File: config.mk
export PLATFORM = sky130hd
export DESIGN_NAME = truth_table_sweeper
export DESIGN_NICKNAME = d
export VERILOG_FILES = /design/src/rtl/truth_sweep_pkg.sv /design/src/rtl/truth_table_sweeper.sv
export SDC_FILE = /design/constraint.sdc
export NUM_CORES = 1
export LEC_CHECK = 0
export CAP_MARGIN = 20
export CORE_ASPECT_RATIO = 1.2
export CORE_MARGIN = 2
export CORE_UTILIZATION = 45
export CTS_CLUSTER_SIZE = 24
export DETAILED_ROUTE_END_ITERATION = 10
export GPL_TIMING_DRIVEN = 0
export PLACE_DENSITY = 0.7
export RECOVER_POWER = 25
export SYNTH_ARGS = -nofsm -noshare
export SYNTH_HDL_FRONTEND = slang
export SYNTH_SLANG_ARGS = --single-unit
File: constraint.sdc
create_clock -name clk -period 5.9 [get_ports clk]
set_clock_uncertainty 0.1 [all_clocks]
set_input_delay 1.475 -clock clk [delete_from_list [all_inputs] [get_ports clk]]
set_output_delay 1.475 -clock clk [all_outputs]
set_load 0.05 [all_outputs]
File: src/rtl/truth_sweep_pkg.sv
// Shared types and sizing for the truth-table sweeper.
`default_nettype none

package truth_sweep_pkg;

  localparam int VEC_COUNT = 8;
  localparam int IDX_W     = 3;
  localparam int CNT_W     = 4;

  typedef enum logic [1:0] {
    ST_IDLE   = 2'd0,
    ST_SETTLE = 2'd1,
    ST_SAMPLE = 2'd2,
    ST_DONE   = 2'd3
  } state_e;

endpackage

`default_nettype wire

File: src/rtl/truth_table_sweeper.sv
// Drives all eight abc input vectors into a 3-input combinational unit, captures
// its truth table and compares it against a golden table latched at start.
`default_nettype none

module truth_table_sweeper
  import truth_sweep_pkg::*;
#(
  parameter int SETTLE_CYCLES = 2
) (
  input  logic       clk,
  input  logic       rst,
  input  logic       start,
  input  logic [7:0] expected,
  input  logic       z_in,
  output logic       a,
  output logic       b,
  output logic       c,
  output logic [7:0] truth,
  output logic       busy,
  output logic       done,
  output logic       pass,
  output logic [3:0] mismatch_count
);

  state_e           state_q;
  logic [IDX_W-1:0] idx_q;
  logic [CNT_W-1:0] cnt_q;
  logic [7:0]       exp_q;
  logic [7:0]       truth_q;
  logic [3:0]       mm_q;
  logic             pass_q;
  logic             busy_q;
  logic             done_q;

  logic             miss_d;
  logic [3:0]       mm_d;
  logic             last_vec_d;
  logic             settle_end_d;

  // The vector index doubles as the registered abc drive, so it always matches
  // the vector being sampled.
  always_comb begin
    miss_d       = z_in ^ exp_q[idx_q];
    mm_d         = (mm_q == 4'(VEC_COUNT)) ? mm_q : mm_q + {3'b000, miss_d};
    last_vec_d   = (idx_q == IDX_W'(VEC_COUNT - 1));
    settle_end_d = (cnt_q == CNT_W'(SETTLE_CYCLES - 1));
  end

  always_ff @(posedge clk or posedge rst) begin
    if (rst) begin
      state_q <= ST_IDLE;
      idx_q   <= '0;
      cnt_q   <= '0;
      exp_q   <= '0;
      truth_q <= '0;
      mm_q    <= '0;
      pass_q  <= 1'b0;
      busy_q  <= 1'b0;
      done_q  <= 1'b0;
    end else begin
      case (state_q)
        ST_IDLE: begin
          done_q <= 1'b0;
          if (start) begin
            state_q <= ST_SETTLE;
            idx_q   <= '0;
            cnt_q   <= '0;
            exp_q   <= expected;
            truth_q <= '0;
            mm_q    <= '0;
            pass_q  <= 1'b0;
            busy_q  <= 1'b1;
          end
        end
        ST_SETTLE: begin
          if (settle_end_d) begin
            state_q <= ST_SAMPLE;
          end else begin
            cnt_q <= cnt_q + 1'b1;
          end
        end
        ST_SAMPLE: begin
          truth_q[idx_q] <= z_in;
          mm_q           <= mm_d;
          if (last_vec_d) begin
            // pass reflects the final count, including this last sample.
            state_q <= ST_DONE;
            busy_q  <= 1'b0;
            done_q  <= 1'b1;
            pass_q  <= (mm_d == 4'd0);
          end else begin
            state_q <= ST_SETTLE;
            idx_q   <= idx_q + 1'b1;
            cnt_q   <= '0;
          end
        end
        ST_DONE: begin
          state_q <= ST_IDLE;
          done_q  <= 1'b0;
        end
        default: begin
          state_q <= ST_IDLE;
          busy_q  <= 1'b0;
          done_q  <= 1'b0;
        end
      endcase
    end
  end

  assign a              = idx_q[2];
  assign b              = idx_q[1];
  assign c              = idx_q[0];
  assign truth          = truth_q;
  assign busy           = busy_q;
  assign done           = done_q;
  assign pass           = pass_q;
  assign mismatch_count = mm_q;

endmodule

`default_nettype wire

# [Yosys cells after proc, flatten, opt, wreduce, memory -nomap -nowiden]
# Cells that the tools add are included.
[totals] reg_bits=32 out_inout_bits=18 word_cells=68
[classes] order_cmp=2 mux=28 n_addsub=3 reduce_logical=14 bitwise=1 eq_ne=11
[op_table] op="2-to-1 mux 4 bit" count=4
[op_table] op="one-hot mux 8 bit (2 select lines)" count=1
[op_table] op="one-hot mux 4 bit (3 select lines)" count=1
[op_table] op="inequality test 2 bit, second input constant" count=5
[op_table] op="bitwise mux 8 bit" count=1
[op_table] op="2-to-1 mux 8 bit" count=1
[op_table] op="one-hot mux 2 bit (4 select lines)" count=1
[op_table] op="one-hot mux 4 bit (2 select lines)" count=1
[op_table] op="AND reduction 2 bit" count=4
[op_table] op="2-to-1 mux 1 bit" count=7
[op_table] op="2-to-1 mux 2 bit" count=3
[op_table] op="2-to-1 mux 3 bit" count=2
[op_table] op="one-hot mux 1 bit (2 select lines)" count=3
[op_table] op="one-hot mux 3 bit (2 select lines)" count=1
[op_table] op="AND reduction 3 bit" count=2
[op_table] op="adder 4 x 1 -> 4 bit" count=1
[op_table] op="adder 4 x 1 -> 4 bit, second input constant" count=1
[op_table] op="equality test 2 bit, second input constant" count=2
[op_table] op="equality test 4 x 1 -> 1 bit, second input constant" count=1
[op_table] op="equality test 4 bit, second input constant" count=1
[op_table] op="logical NOT 4 bit" count=1
[op_table] op="< comparator 3 x 4 -> 1 bit, second input constant" count=1
[op_table] op="AND reduction 4 bit" count=1
[op_table] op="nonzero test 2 bit" count=2
[op_table] op="other kinds (11)" count=11

# [Longest topological paths before layout]
[depth] depth_word=8 mapped_depth=11 mapped_depth_nobuf=10

# [Worst setup path before layout]
# Ideal clock, no wire load.
[synth_path] path_kind="input port to flip-flop" from="in z_in" to="reg mm_q[3] (netlist: mismatch_count[3])" path_stages=6 t_arrival_ns=2.451 setup_slack_ns=3.223 cell_sequence="xnor2_1 > ha_1 > and4b_2 > mux2i_1 > nor2_1 > a221o_2"
[synth_via] elab_chain_cells=4
[synth_rtl] item="start, declared" line="truth_table_sweeper.sv:14" rtl="input logic z_in,"
[synth_rtl] item="bitwise XOR 1 bit" line="truth_table_sweeper.sv:43" rtl="miss_d = z_in ^ exp_q[idx_q];"
[synth_rtl] item="adder 4 x 1 -> 4 bit" line="truth_table_sweeper.sv:44" rtl="mm_d = (mm_q == 4'(VEC_COUNT)) ? mm_q : mm_q + {3'b000, miss_d};"
[synth_rtl] item="2-to-1 mux 4 bit" line="truth_table_sweeper.sv:44"
[synth_rtl] item="one-hot mux 4 bit (2 select lines)" line="truth_table_sweeper.sv:61" rtl="case (state_q)"
[synth_rtl] item="end signal, assigned" line="truth_table_sweeper.sv:84" rtl="mm_q <= mm_d;"
[synth_rtl] item="end, declared" line="truth_table_sweeper.sv:30" rtl="logic [3:0] mm_q;"
# No other way between the ends.
# A chain may end at the register's enable or synchronous reset.

# [Worst setup path in the final report]
[layout_path] from="reg mm_q[2] (netlist: mismatch_count[2])" to="out mismatch_count[2]"
[layout_rtl] item="end, declared" line="truth_table_sweeper.sv:22" rtl="output logic [3:0] mismatch_count"
# No word-level cell between the ends.

==> out/results.ini <==
[status]
status=completed

[critical_path]
arrival_ns=1.59
crit_slowest_cell=clkdlybuf4s50_1
path_max_fanout=7
critPathLaunch=mismatch_count[2]
reg2reg_from=idx_q[0]
r2r_slack_ns=3.44
start_kind=flop
ff2ff_path_depth=11
crit_required_ns=4.32
critPathKind=reg -> out
crit_chain=clkdlybuf4s50_1
crit_buf_inv=1
cp.depth=1
cpPeakStageDelay_ns=0.85
crit_path_end_kind=primary output
r2r_end=pass
cp_top_family=buffers and inverters

[route]
routed-via-count=1449
first_pass_iters=4
wl_um=3961
ant_nets=0
drt_iter0_drc=52
drc=0
avgViaCountPerCell=5.489
routedWlPerCell_um=15.00

[logic_synthesis]
synth-seq-area-share_pct=44.88
synth_area_leaders=dfrtp_1 45%, ha_1 7.0%, o21ai_0 7.0%
synth_area_per_cell_um2=10.31
yosys.area.top_type=dfrtp_1
synth_area_um2=1784
synth.distinct_cells=43
syn-num-nets=195
synth_edf_count=0
netlist_instances=173
yosys_register_bits=32
yosys.area.top_type_share_pct=44.88
synthFlopType=dfrtp_1
synthArstFlopShare_pct=100.0
yosysWarnings=0

[hold_path]
hold_class=reg -> reg
holdPathEnd=exp_q[2]
worstHoldStart=exp_q[2]
holdPathStages=1

[global_routing]
gr-total-overflow=0
grt_use_total_pct=20.18
grt_pass1_vias=1486
grt_max_degree=18
antenna_found_initial=0
grt_pass1_wl_um=6720

[cts]
cts_resized=0
cts_sinks=32
cts_tree=done
cts_buffers=5
root_buffer=clkbuf_8
post_cts_buffers=0
path_clk_slew_ns=0.06
worstSkewPairLatency_ns=0.28
cts_hold_buf=0
cts_buffer_depth=2
cts_max_level=2

[power_and_ir_drop]
powerDensity_nw_per_um2=477.5
vdd_drop_max_uv=232.4
power_mw=1.070
p_leak_nw=0.9791

[finish]
syn_to_final_growth_pct=25.60
n_antenna_cell=0
fill_cells=365
final_area_um2=2241
layout.nets=232
drive_gt1_share_pct=14.29

[placed_design]
port_buffers=29
place_hpwl_um=3022
gp_congestion=0.7980
post_dp_cell_area_um2=2170

[sta]
setup_viol=0
fin_setup_tns_ns=0
final_max_slew_viol_count=0
period_needed_ns=3.167
tightestPinTransition_ns=0.9455
max_freq_mhz=315.8
rsz0062_at_grt=false
post-route-period-util_pct=53.67
finalHoldViolations=0
relSlewSlack_pct=36.97

[floorplanning]
start_util_pct=46.00
ioPinCount=30
die-width_um=61.48
coreArea_um2=3879
die_y_um=72.98
rows=25
die_area_um2=4487

[job]
maxCapViolCount=0

[through the flow]
step / utilization [%] / hold WS, ns / worst slack [ns] / std cells
CTS: 58.42 / 0.4128 / 2.722 / 264
floorplan: - / 0.3787 / 3.223 / 173
detailed placement: 55.94 / 0.3979 / 2.619 / 257
finish: 57.77 / 0.4090 / 2.733 / 264
global placement: 55.23 / 0.3896 / 2.629 / 256
global route: 57.77 / 0.4275 / 2.561 / 264
[cells in the final DEF, fill, tap and decap left out, types with 5 or more instances in the layout]
| master | count |
|---|---|
| dfrtp_1 | 32 |
| clkbuf_8 | 7 |
| inv_1 | 10 |
| clkdlybuf4s50_1 | 28 |
| mux2i_1 | 6 |
| a21oi_1 | 5 |
| o21ai_0 | 25 |
| ha_1 | 10 |
| mux2_2 | 8 |
| nand2_1 | 12 |
| a31oi_1 | 6 |
[synth_stat cells, types with 2 or more instances]
master,number
a21oi_1,5
a22o_1,3
a31oi_1,6
a32oi_1,2
buf_2,5
clkbuf_1,2
dfrtp_1,32
ha_1,10
inv_1,10
mux2_2,8
mux2i_1,6
nand2_1,12
nand2b_1,4
nand3_1,4
nor2_1,4
nor2b_1,2
nor3_1,2
o21a_1,4
o21ai_0,25
o22ai_1,4
[worst max-delay path by stage]
stage,slack [ns],endpoint
after CTS,2.72,mismatch_count[2]
final,2.73,mismatch_count[2]
after global routing,2.56,mismatch_count[2]
after global placement,2.63,pass
after floorplan,3.22,mismatch_count[3]
after detailed placement,2.62,pass
[report_power, final]
| part | total [mW] | internal, mW | switching [mW] |
|---|---|---|---|
| clock network | 0.180 | 0.104 | 0.0759 |
| logic | 0.559 | 0.230 | 0.328 |
| registers | 0.332 | 0.284 | 0.0477 |
[logic make-up after synthesis]
| family | Yosys count | share of synthesized area, % |
|---|---|---|
| xor+xnor | 2 | 0.9819 |
| buf+inv | 19 | 4.979 |
| simple gates | 39 | 13.18 |
| mux | 15 | 9.257 |
| flops | 32 | 44.88 |
| fa+ha+maj | 10 | 7.013 |
| compound gates | 56 | 19.71 |
[flip-flops by register name, summed over array words and instances, names as in the netlist]
register / flops
exp_q: 8
truth: 8
cnt_q: 4
mismatch_count: 4
idx_q: 3
state_q: 2
busy: 1
done: 1
pass: 1
[final cells by class]
type                    count  area (um^2)  share of cell area, %
repair buffers             30        294.0                  13.12
plain buffers               9        50.05                  2.233
well taps                  54        67.56                  3.015
inverters                  10        37.54                  1.675
multi-input cells         122        894.6                  39.92
flip-flops and latches     32        800.8                  35.73
clock buffers               7        96.34                  4.299
[metal layers]
layer,track usage [%],routed length (um),up-vias
li1,-,-,704
met2,35.20,2148,29
met1,22.47,1605,711
met4,8.511,57,0
met3,5.319,149,5
met5,0,0,-
Power figures use the tool's default switching activity.
